<file path="src/rtl/rca_seq_add_ctrl_pkg.sv">
// Shared definitions for multi-cycle arithmetic controllers: FSM encodings and
// the chunk-count / counter-width derivation.
package rca_seq_add_ctrl_pkg;

    typedef logic [1:0] state_t;

    localparam state_t ST_IDLE = 2'd0;
    localparam state_t ST_RUN  = 2'd1;
    localparam state_t ST_DONE = 2'd2;

    // Number of slice passes needed to cover a full-width operand.
    function automatic int nchunk_of(input int width, input int chunk);
        return width / chunk;
    endfunction

    // Counter wide enough to index every chunk, never narrower than one bit.
    function automatic int cnt_w_of(input int nchunk);
        return (nchunk > 1) ? $clog2(nchunk) : 1;
    endfunction

endpackage

</file>
<file path="src/rtl/rca_seq_add_ctrl_slice.sv">
// Combinational CHUNK-bit ripple-carry adder built from full adders; the
// controller time-shares one instance across all chunks of an operation.
module rca_slice #(
    parameter int CHUNK = 16
) (
    input  logic [CHUNK-1:0] a,
    input  logic [CHUNK-1:0] b,
    input  logic             c_in,
    output logic [CHUNK-1:0] s,
    output logic             c_out
);

    logic [CHUNK:0] c;

    assign c[0] = c_in;

    for (genvar i = 0; i < CHUNK; i++) begin : g_fa
        assign s[i]   = a[i] ^ b[i] ^ c[i];
        assign c[i+1] = (a[i] & b[i]) | (c[i] & (a[i] ^ b[i]));
    end

    assign c_out = c[CHUNK];

endmodule

</file>
<file path="src/rtl/rca_seq_add_ctrl.sv">
// Multi-cycle add/subtract controller: one CHUNK-bit slice processes a WIDTH-bit
// operation LSB chunk first, with the carry registered between chunks.
module rca_seq_add_ctrl
    import rca_seq_add_ctrl_pkg::*;
#(
    parameter int WIDTH = 64,
    parameter int CHUNK = 16
) (
    input  logic             clk,
    input  logic             rst,
    input  logic             start,
    input  logic             sub,
    input  logic [WIDTH-1:0] a,
    input  logic [WIDTH-1:0] b,
    output logic             busy,
    output logic             done,
    output logic [WIDTH-1:0] s,
    output logic             c_out,
    output logic             overflow
);

    localparam int NCHUNK = nchunk_of(WIDTH, CHUNK);
    localparam int CW     = cnt_w_of(NCHUNK);

    if ((CHUNK < 1) || (WIDTH % CHUNK != 0)) begin : g_bad_params
        $error("rca_seq_add_ctrl: WIDTH must be a non-zero multiple of CHUNK");
    end

    state_t           state;
    logic [CW-1:0]    count;
    logic             carry;
    logic [WIDTH-1:0] a_r;
    logic [WIDTH-1:0] b_r;

    logic [CHUNK-1:0] a_sl;
    logic [CHUNK-1:0] b_sl;
    logic [CHUNK-1:0] sum;
    logic             co;
    logic             last;
    logic             accept;

    function automatic logic ovf_flag(input logic a_msb, input logic b_msb,
                                      input logic sum_msb);
        return (a_msb == b_msb) && (sum_msb != a_msb);
    endfunction

    assign accept = start && ((state == ST_IDLE) || (state == ST_DONE));
    assign last   = (count == CW'(NCHUNK - 1));
    assign busy   = (state == ST_RUN);
    assign done   = (state == ST_DONE);

    always_comb begin
        a_sl = '0;
        b_sl = '0;
        for (int i = 0; i < NCHUNK; i++) begin
            if (count == CW'(i)) begin
                a_sl = a_r[i*CHUNK +: CHUNK];
                b_sl = b_r[i*CHUNK +: CHUNK];
            end
        end
    end

    rca_slice #(
        .CHUNK (CHUNK)
    ) u_slice (
        .a     (a_sl),
        .b     (b_sl),
        .c_in  (carry),
        .s     (sum),
        .c_out (co)
    );

    // Operands are pure data: captured on accept, subtrahend pre-inverted.
    always_ff @(posedge clk) begin
        if (accept) begin
            a_r <= a;
            b_r <= sub ? ~b : b;
        end
    end

    always_ff @(posedge clk) begin
        if (rst) begin
            state    <= ST_IDLE;
            count    <= '0;
            carry    <= 1'b0;
            s        <= '0;
            c_out    <= 1'b0;
            overflow <= 1'b0;
        end else begin
            case (state)
                ST_IDLE, ST_DONE: begin
                    if (accept) begin
                        carry    <= sub;
                        count    <= '0;
                        s        <= '0;
                        c_out    <= 1'b0;
                        overflow <= 1'b0;
                        state    <= ST_RUN;
                    end else begin
                        state <= ST_IDLE;
                    end
                end
                ST_RUN: begin
                    for (int i = 0; i < NCHUNK; i++) begin
                        if (count == CW'(i)) begin
                            s[i*CHUNK +: CHUNK] <= sum;
                        end
                    end
                    carry <= co;
                    count <= count + CW'(1);
                    if (last) begin
                        c_out    <= co;
                        overflow <= ovf_flag(a_r[WIDTH-1], b_r[WIDTH-1], sum[CHUNK-1]);
                        state    <= ST_DONE;
                    end
                end
                default: begin
                    state <= ST_IDLE;
                end
            endcase
        end
    end

endmodule

</file>
<file path="config.mk">
export PLATFORM = sky130hd
export DESIGN_NAME = rca_seq_add_ctrl
export DESIGN_NICKNAME = d
export VERILOG_FILES = /design/src/rtl/rca_seq_add_ctrl_pkg.sv /design/src/rtl/rca_seq_add_ctrl_slice.sv /design/src/rtl/rca_seq_add_ctrl.sv
export SDC_FILE = /design/constraint.sdc
export NUM_CORES = 1
export LEC_CHECK = 0
export CORE_MARGIN = 2
export CORE_UTILIZATION = 45
export DETAILED_ROUTE_END_ITERATION = 8
export PLACE_DENSITY_LB_ADDON = 0.2
export SLEW_MARGIN = 0
export SYNTH_ARGS = -nofsm -noshare
export SYNTH_HDL_FRONTEND = slang
export SYNTH_HIERARCHICAL = 1
export SYNTH_SLANG_ARGS = --single-unit
</file>
<file path="constraint.sdc">
create_clock -name clk -period 7.6 [get_ports clk]
set_input_delay 0.76 -clock clk [delete_from_list [all_inputs] [get_ports clk]]
set_output_delay 0.76 -clock clk [all_outputs]
set_load 0.01 [all_outputs]
</file>
==> impl_metrics.py, run 1 <==
metrics = {
    "cells_and_area": {
        "layout_common_cells": "clkdlybuf4s50_1, edfxtp_1, nand2_1, dfxtp_1, xor2_1",
        "final_common_cell": "clkdlybuf4s50_1",
        "n_antenna_cell": 0,
        "final_area_mm2": 0.0112,
        "nets": 1005,
        "syn_to_final_growth_pct": 34.5,
        "drive_above_1_share_pct": 9.82,
    },
    "setup_path": {
        "slowest_stage": "fa_1",
        "cp.arrival_ns": 7.70,
        "cpMostUsedCell": "fa_2",
        "r2r_cells": 28,
        "endpoint_kind": "register",
        "reg2reg_setup_slack_ns": 0.24,
        "critPathMaxFanout": 4,
        "max_stage_delay_ns": 0.42,
        "crit_required_ns": 7.95,
        "worst-setup-path-type": "register to register",
        "start_kind": "register",
    },
    "pwr": {
        "power_density_mw_per_mm2": 238,
        "peakVddDrop_v": 0.000182,
        "leakagePower_nw": 3.87,
    },
    "status": {
        "outcome": "finished, final reports clean",
    },
    "drt": {
        "drt.antenna.violating_nets": 0,
        "drc": 0,
        "vias": 5855,
        "drt-initial-drc-count": 447,
        "wl_mm": 20.7,
        "post_drt_wl_per_cell_um": 18.9,
        "firstDrtPassIters": 5,
        "via_per_inst": 5.35,
    },
    "timing": {
        "finalSetupViolCount": 0,
        "period_minus_slack_ns": 7.36,
        "timing.fmax_mhz": 136,
        "finalCritPeriodShare_pct": 96.8,
        "fin_worst_skew_ns": 0.00620,
        "slew_headroom_pct": 29.2,
        "finalMaxSlewViolations": 0,
        "worst_slew_pin_slew_ns": 1.06,
        "fin_hold_ws_ns": 0.467,
        "finalHoldViolCount": 0,
    },
    "logic_synthesis": {
        "syn-num-nets": 822,
        "yosysUniqueCellTypes": 32,
        "avgSynthCellArea_um2": 12.5,
        "syn_inst": 670,
        "synthesis.area_mm2": 0.00835,
        "yosysTopAreaCellShare_pct": 46.0,
        "yosys.area.top_type": "edfxtp_1",
        "yosysWarningCount": 6,
        "synth_top_cells_by_area": "edfxtp_1, dfxtp_1, xor2_1, fa_1, nand2_1",
        "synth-seq-cells": 199,
        "seq_area_frac_synth_pct": 63.0,
    },
    "grt": {
        "grt_usage_pct": 21.3,
        "grtUsageMet1_pct": 27.9,
        "grt_start_max_net_pins": 79,
        "use_met3_pct": 4.92,
        "grt-busiest-layer": "met2",
        "antenna_found_initial": 0,
        "grt_pass1_vias": 5991,
        "grt_util_met2_pct": 35.1,
        "grt_pass1_wl_mm": 31.9,
        "grt-ovfl-total": 0,
    },
    "placement": {
        "numPortBuffers": 199,
        "gp_congestion": 0.830,
        "hpwl_mm": 15.2,
        "post_dp_cell_area_mm2": 0.0106,
    },
    "die": {
        "initial_core_util_pct": 46.2,
        "dieArea_mm2": 0.0197,
        "die_width_um": 140,
        "core_mm2": 0.0181,
        "die_h_um": 140,
        "io_pins": 200,
        "row_count": 49,
    },
    "clock_network": {
        "clk_path_buf_depth": 2,
        "tritoncts": "done",
        "ctsRootBufferMaster": "clkbuf_16",
        "cts.sinks": 199,
        "cts_made_buffers": 17,
        "worstSkewPairLatency_ns": 0.42,
        "cts_max_level": 4,
        "postCtsSetupBuffers": 0,
        "clk_pin_slew_ns": 0.07,
    },
    "flow_run": {
        "maxCapViolCount": 0,
    },
    "worst_hold_path": {
        "hold_path.class": "register to register",
        "hold_path_depth": 2,
    },
}
==> worst max-delay path: cells and delay by family (launching register included) <==
family,cells,cell delay (ns)
flip-flops,1,0.37
AO/OA/AOI/OAI,3,0.51
buffers and inverters,6,0.45
adder cells (fa/ha/maj),17,5.75
AND/OR/NAND/NOR,2,0.19
==> power breakdown <==
group	switching, mW	internal [mW]
sequential	0.0279	1.23
combinational	0.277	0.235
clock	0.381	0.521
==> synthesized netlist by cell type <==
library cell / number
inv_4: 1
xor2_1: 64
a211oi_4: 1
a21oi_1: 53
nor2b_1: 33
and3_1: 1
buf_6: 3
edfxtp_1: 128
nand2b_4: 1
and3b_1: 3
o22ai_1: 1
a22oi_1: 1
a32o_1: 1
o21a_1: 1
buf_4: 1
o31ai_1: 31
a22o_1: 18
ha_1: 4
nor2_1: 1
nand2b_1: 2
inv_2: 1
buf_2: 14
inv_1: 14
mux2i_1: 1
nand3_1: 51
nand2_1: 83
fa_1: 16
dfxtp_1: 71
a221oi_1: 31
o21ai_0: 1
clkbuf_1: 35
nand3b_1: 3
==> final cells by class <==
cell class                 count  area (um^2)
fill                        1363         6850
sequential                   199         5270
multi-input combinational    402         2890
timing repair buffer         217         2120
clock buffer                  26          567
tap                          229          287
inverter                      16         62.6
clock inverter                 6         47.5
==> through the flow <==
step	std cells	util [%]	TNS [ns]	power [mW]	worst slack, ns
floorplan	670	-	0	1.55	0.0318
global placement	1063	58.4	-0.0210	1.77	-0.0210
detailed placement	1063	58.4	-0.517	1.78	-0.127
CTS	1095	61.8	0	2.68	0.0353
global route	1095	62.1	-0.0627	2.78	-0.0245
finish	1095	62.1	0	2.68	0.244
==> state kept, by name, indices dropped and copies added, names as in the netlist <==
signal / flops
a_r: 64
b_r: 64
s: 64
count: 2
state: 2
c_out: 1
carry: 1
overflow: 1
==> repair_timing <==
action,in CTS,in global routing
hold buffers,0,0
pin swaps,1,3
setup endpoints to repair,5,6
gates resized for setup,4,15
==> metal layers <==
metal | part of all wire (%) | wire [um]
met2 | 49 | 10100
met3 | 7.1 | 1460
met4 | 3.0 | 615
met5 | 0 | 0
met1 | 41 | 8470
==> cells by family (layout without fill, tap and decap cells) <==
kind of cell | Yosys count | in the layout | share of synthesized area [%]
flip-flops | 199 | 199 | 63.0
AND/OR/NAND/NOR | 178 | 178 | 10.3
AO/OA/AOI/OAI | 139 | 139 | 11.8
buffers and inverters | 69 | 265 | 3.65
XOR/XNOR | 64 | 64 | 6.71
adder cells (fa/ha/maj) | 20 | 20 | 4.43
multiplexers | 1 | 1 | 0.120
==> final timing paths <==
check / end / from
hold / removal: s[24]$_SDFFE_PP0P_ / s[24]$_SDFFE_PP0P_
setup reg to reg: s[47]$_SDFFE_PP0P_ / count[0]$_SDFFE_PP0P_
setup / recovery: s[47]$_SDFFE_PP0P_ / count[0]$_SDFFE_PP0P_
hold reg to reg: s[24]$_SDFFE_PP0P_ / s[24]$_SDFFE_PP0P_
Power figures use the tool's default switching activity.
==> run 2, diff against run 1 <==
--- a/config.mk
+++ b/config.mk
@@ -9,6 +9,7 @@
 export CORE_UTILIZATION = 45
 export DETAILED_ROUTE_END_ITERATION = 8
 export PLACE_DENSITY_LB_ADDON = 0.2
+export SKIP_CTS_REPAIR_TIMING = 1
 export SLEW_MARGIN = 0
 export SYNTH_ARGS = -nofsm -noshare
 export SYNTH_HDL_FRONTEND = slang
==> run 2 against run 1 <==
  * Non-clock buffer count did not move
  * Critical endpoint is now s[31]$_SDFFE_PP0P_
  * Die area did not move
  * Critical path depth stayed put
  * Worst setup slack better by 0.0041 ns
  * Register-to-register slack about the same
  * Worst hold slack better by 0.0011 ns
  * Total power up 0.11%
  * Clock power is essentially flat
  * Final area unchanged
  * Sequential power about the same
  * Critical path type unchanged
  * Count of clock-buffer cells in the layout unchanged
  * Largest power group unchanged
  * Clock skew is 0.0012 ns higher
==> impl_metrics.py, run 2 (synthesized netlist as in run 1, its figures left out) <==
metrics = {
    "flow_run": {
        "maxCapViolCount": 0,
    },
    "clock_network": {
        "cts_made_buffers": 17,
        "cts.sinks": 199,
        "ctsRootBufferMaster": "clkbuf_16",
        "clk_pin_slew_ns": 0.07,
        "tritoncts": "done",
        "clk_path_buf_depth": 2,
        "cts_max_level": 4,
        "worstSkewPairLatency_ns": 0.43,
    },
    "worst_hold_path": {
        "hold_start": "s[24]$_SDFFE_PP0P_",
        "hold_path_depth": 2,
        "holdPathEnd": "s[24]$_SDFFE_PP0P_",
        "hold_path.class": "register to register",
    },
    "setup_path": {
        "crit_required_ns": 7.95,
        "max_stage_delay_ns": 0.42,
        "cpMostUsedCell": "fa_2",
        "cp.arrival_ns": 7.70,
        "r2r_end": "s[31]$_SDFFE_PP0P_",
        "r2r_cells": 28,
        "reg2reg_setup_slack_ns": 0.25,
        "slowest_stage": "fa_1",
        "endpoint_kind": "register",
        "worst-setup-path-type": "register to register",
        "start_kind": "register",
        "critPathMaxFanout": 4,
        "worstReg2RegStart": "count[0]$_SDFFE_PP0P_",
    },
    "die": {
        "initial_core_util_pct": 46.2,
        "core_mm2": 0.0181,
        "dieArea_mm2": 0.0197,
        "die_width_um": 140,
        "die_h_um": 140,
        "io_pins": 200,
        "row_count": 49,
    },
    "drt": {
        "via_per_inst": 5.40,
        "post_drt_wl_per_cell_um": 18.9,
        "wl_mm": 20.7,
        "drt.antenna.violating_nets": 0,
        "drc": 0,
        "vias": 5913,
        "drt-initial-drc-count": 417,
        "firstDrtPassIters": 7,
    },
    "timing": {
        "finalSetupViolCount": 0,
        "period_minus_slack_ns": 7.35,
        "slew_headroom_pct": 30.5,
        "finalWorstSetupSlack_ns": 0.248,
        "timing.fmax_mhz": 136,
        "fin_worst_skew_ns": 0.00735,
        "worst_slew_pin_slew_ns": 1.04,
        "finalCritPeriodShare_pct": 96.7,
        "fin_hold_ws_ns": 0.468,
        "finalMaxSlewViolations": 0,
        "finalHoldViolCount": 0,
    },
    "cells_and_area": {
        "layout_common_cells": "clkdlybuf4s50_1, edfxtp_1, nand2_1, dfxtp_1, xor2_1",
        "nets": 1005,
        "top_regs": "a_r (64), b_r (64), s (64)",
        "drive_above_1_share_pct": 10.0,
        "regArea_mm2": 0.00527,
        "multi_input_area_mm2": 0.00289,
        "syn_to_final_growth_pct": 34.5,
        "n_antenna_cell": 0,
        "final_common_cell": "clkdlybuf4s50_1",
        "fillCellCount": 1363,
    },
    "placement": {
        "gp_congestion": 0.830,
        "hpwl_mm": 15.2,
        "pre_cts_ws_ns": -0.127,
        "numPortBuffers": 199,
    },
    "pwr": {
        "swShare_pct": 25.7,
        "finalPower_mw": 2.68,
        "leakagePower_nw": 3.87,
        "peakVddDrop_v": 0.000183,
        "combPwrFrac_pct": 19.2,
        "cell_internal_pwr_mw": 1.99,
        "power_density_mw_per_mm2": 238,
        "p_switching_mw": 0.689,
        "pwr-share-seq_pct": 47.1,
        "pwr-share-clk_pct": 33.7,
    },
    "grt": {
        "antenna_found_initial": 0,
        "grt_start_max_net_pins": 79,
        "grt_pass1_wl_mm": 31.8,
        "grt_pass1_vias": 5988,
        "grt_usage_pct": 21.3,
        "grt-ovfl-total": 0,
    },
    "status": {
        "outcome": "finished, final reports clean",
    },
}
[run 2: cell types whose count changed in the layout (fill, tap and decap cells not counted)]
| cell | change |
|---|---|
| inv_2 | +2 |
| inv_1 | -2 |
[run 2: power by group through the flow]
stage          Combinational (mW)  Clock, mW  Sequential, mW
3_5_place_dp                0.493          0            1.28
2_1_floorplan               0.266          0            1.28
5_1_grt                     0.557      0.958            1.27
6_report                    0.514      0.904            1.26
3_3_place_gp                0.483          0            1.28
4_1_cts                     0.497      0.912            1.26
[run 2: metal layers]
| metal | GRT usage (%) | vias up | share of wire, % |
|---|---|---|---|
| met1 | 27.8 | 2823 | 42 |
| met3 | 4.92 | 34 | 6.6 |
| li1 | - | 2783 | - |
| met5 | 0 | - | 0 |
| met2 | 35.0 | 273 | 49 |
| met4 | 7.81 | 0 | 2.9 |
[run 2: through the flow]
step	TNS (ns)	area (um^2)	instances	utilization [%]
after global routing	-0.0198	11200	1095	62.1
after CTS	-0.640	11200	1095	61.8
after floorplan	0	8400	670	-
after detailed placement	-0.517	10600	1063	58.4
final	0	11200	1095	62.1
after global placement	-0.0210	10600	1063	58.4
[run 2: cell type report]
cell class                      instances  share of cell area [%]
Clock buffer                           26                    5.04
Clock inverter                          6                   0.423
Inverter                               16                   0.557
Multi-Input combinational cell        402                    25.7
Sequential cell                       199                    46.9
Tap cell                              229                    2.55
Timing Repair Buffer                  217                    18.9
[run 2: worst max path at each step]
| stage | startpoint | end | slack [ns] |
|---|---|---|---|
| after global placement | count[0]$_SDFFE_PP0P_ | overflow$_SDFFE_PP0P_ | -0.02 |
| after CTS | count[0]$_SDFFE_PP0P_ | s[31]$_SDFFE_PP0P_ | -0.15 |
| after floorplan | count[1]$_SDFFE_PP0P_ | overflow$_SDFFE_PP0P_ | 0.03 |
| after detailed placement | count[0]$_SDFFE_PP0P_ | overflow$_SDFFE_PP0P_ | -0.13 |
| final | count[0]$_SDFFE_PP0P_ | s[31]$_SDFFE_PP0P_ | 0.25 |
| after global routing | count[0]$_SDFFE_PP0P_ | s[31]$_SDFFE_PP0P_ | -0.02 |
[run 2: worst max-delay path: cells and delay by family, from the launching register on]
family / cells / cell delay, ns
compound gates: 3 / 0.54
fa+ha+maj: 17 / 5.74
buf+inv: 6 / 0.43
flops: 1 / 0.37
simple gates: 2 / 0.20
==> run 3, diff against run 2 <==
--- a/config.mk
+++ b/config.mk
@@ -5,7 +5,7 @@
 export SDC_FILE = /design/constraint.sdc
 export NUM_CORES = 1
 export LEC_CHECK = 0
-export CORE_MARGIN = 2
+export CORE_MARGIN = 1.5
 export CORE_UTILIZATION = 45
 export DETAILED_ROUTE_END_ITERATION = 8
 export PLACE_DENSITY_LB_ADDON = 0.2
==> run 3 against run 2 <==
  * The flow now finishes with violations (DRC)
  * Critical path depth stayed put
  * Via count hardly changed
  * Register-to-register slack worse by 0.07 ns
==> impl_metrics.py, run 3 (synthesized netlist as in run 1, its figures left out) <==
metrics = {
    "cells_and_area": {
        "n_antenna_cell": 0,
        "final_common_cell": "clkdlybuf4s50_1",
        "fillCellCount": 1378,
        "layout.cells.non_filler": 1095,
        "layout_common_cells": "clkdlybuf4s50_1, edfxtp_1, nand2_1, dfxtp_1, xor2_1",
        "top_regs": "a_r (64), b_r (64), s (64)",
        "nets": 1005,
        "drive_above_1_share_pct": 10.2,
        "final_area_mm2": 0.0112,
        "syn_to_final_growth_pct": 34.5,
    },
    "grt": {
        "grt-ovfl-total": 0,
        "grt_usage_pct": 21.9,
        "antenna_found_initial": 0,
        "grt_pass1_vias": 5946,
        "grt_start_max_net_pins": 76,
        "grt_pass1_wl_mm": 32.3,
    },
    "timing": {
        "fin_worst_skew_ns": 0.00827,
        "timing.fmax_mhz": 135,
        "worst_slew_pin_slew_ns": 1.05,
        "period_minus_slack_ns": 7.43,
        "finalCritPeriodShare_pct": 97.7,
        "finalSetupViolCount": 0,
        "fin_hold_ws_ns": 0.465,
        "slew_headroom_pct": 30.0,
        "fin_setup_tns_ns": 0,
        "finalMaxSlewViolations": 0,
        "finalHoldViolCount": 0,
    },
    "placement": {
        "post_dp_cell_area_mm2": 0.0106,
        "placedCellCount": 1062,
        "numPortBuffers": 199,
        "gp_congestion": 0.842,
        "hpwl_mm": 15.1,
    },
    "drt": {
        "drc": 13,
        "wl_met1_mm": 8.68,
        "via_per_inst": 5.40,
        "wl_met3_mm": 1.42,
        "drt.antenna.violating_nets": 0,
        "top_layer_used": "met4",
        "wl_met2_mm": 10.2,
        "drt-initial-drc-count": 483,
        "post_drt_wl_per_cell_um": 19.1,
        "firstDrtPassIters": 7,
        "wl_mm": 20.9,
        "vias": 5915,
    },
    "pwr": {
        "leakagePower_nw": 3.85,
        "power_density_mw_per_mm2": 239,
        "finalPower_mw": 2.69,
        "swShare_pct": 26.9,
        "peakVddDrop_v": 0.000137,
        "p_switching_mw": 0.722,
        "pwr-share-seq_pct": 47.0,
        "pwr-share-clk_pct": 33.7,
        "combPwrFrac_pct": 19.4,
        "cell_internal_pwr_mw": 1.96,
    },
    "setup_path": {
        "max_stage_delay_ns": 0.41,
        "start_kind": "register",
        "worst-setup-path-type": "register to register",
        "endpoint_kind": "register",
        "crit_required_ns": 7.97,
        "slowest_stage": "fa_1",
        "cpMostUsedCell": "fa_2",
        "critPathMaxFanout": 4,
        "cp.arrival_ns": 7.79,
        "r2r_cells": 28,
    },
    "clock_network": {
        "worstSkewPairLatency_ns": 0.44,
        "clk_pin_slew_ns": 0.07,
        "cts_made_buffers": 17,
        "ctsRootBufferMaster": "clkbuf_16",
        "tritoncts": "done",
        "cts.sinks": 199,
        "cts_max_level": 4,
        "clk_path_buf_depth": 2,
    },
    "die": {
        "row_count": 49,
        "io_pins": 200,
        "initial_core_util_pct": 46.2,
        "die_width_um": 139,
        "dieArea_mm2": 0.0194,
        "die_h_um": 139,
        "core_mm2": 0.0181,
    },
    "worst_hold_path": {
        "hold_path.class": "register to register",
        "hold_path_depth": 2,
    },
    "status": {
        "outcome": "finished with violations",
        "violations": "DRC",
    },
    "flow_run": {
        "maxCapViolCount": 0,
    },
}
[run 3: layout make-up]
cell class,instances,area [um^2],share of cell area (%)
clock buffer,17,425,3.79
clock inverter,15,166,1.48
inverter,16,65.1,0.579
multi-input combinational,402,2900,25.8
sequential,199,5270,46.9
tap,229,287,2.55
timing repair buffer,217,2120,18.9
[run 3: path summary, 6_finish.rpt]
| path | startpoint | to | slack (ns) |
|---|---|---|---|
| setup / recovery | count[0]$_SDFFE_PP0P_ | s[31]$_SDFFE_PP0P_ | 0.17 |
| hold / removal | s[18]$_SDFFE_PP0P_ | s[18]$_SDFFE_PP0P_ | 0.47 |
| setup reg to reg | count[0]$_SDFFE_PP0P_ | s[31]$_SDFFE_PP0P_ | 0.17 |
| hold reg to reg | s[18]$_SDFFE_PP0P_ | s[18]$_SDFFE_PP0P_ | 0.47 |
[run 3: routing by layer]
metal,track usage [%],vias to the layer above
met5,0,-
met4,8.34,0
met1,28.7,2837
met3,4.51,37
met2,36.2,263
li1,-,2778
[run 3: critical path: cells and delay by family (launching register included)]
kind / cells / cell delay, ns
adders and majority gates: 17 / 5.78
AOI/OAI and AO/OA: 3 / 0.59
buffers and inverters: 6 / 0.41
DFF: 1 / 0.38
and+or+nand+nor: 2 / 0.20
[run 3: through the flow]
step                setup slack (ns)  util [%]
floorplan                     0.0318         -
global placement             -0.0170      58.3
detailed placement            -0.177      58.3
CTS                           -0.257      61.6
global route                 -0.0249      62.1
finish                         0.174      62.1
[run 3: power by group through the flow]
stage	registers (mW)	logic, mW	clock network, mW
after detailed placement	1.28	0.495	0
after global placement	1.28	0.482	0
final	1.26	0.520	0.904
after CTS	1.26	0.497	0.914
after floorplan	1.28	0.266	0
after global routing	1.27	0.565	0.954
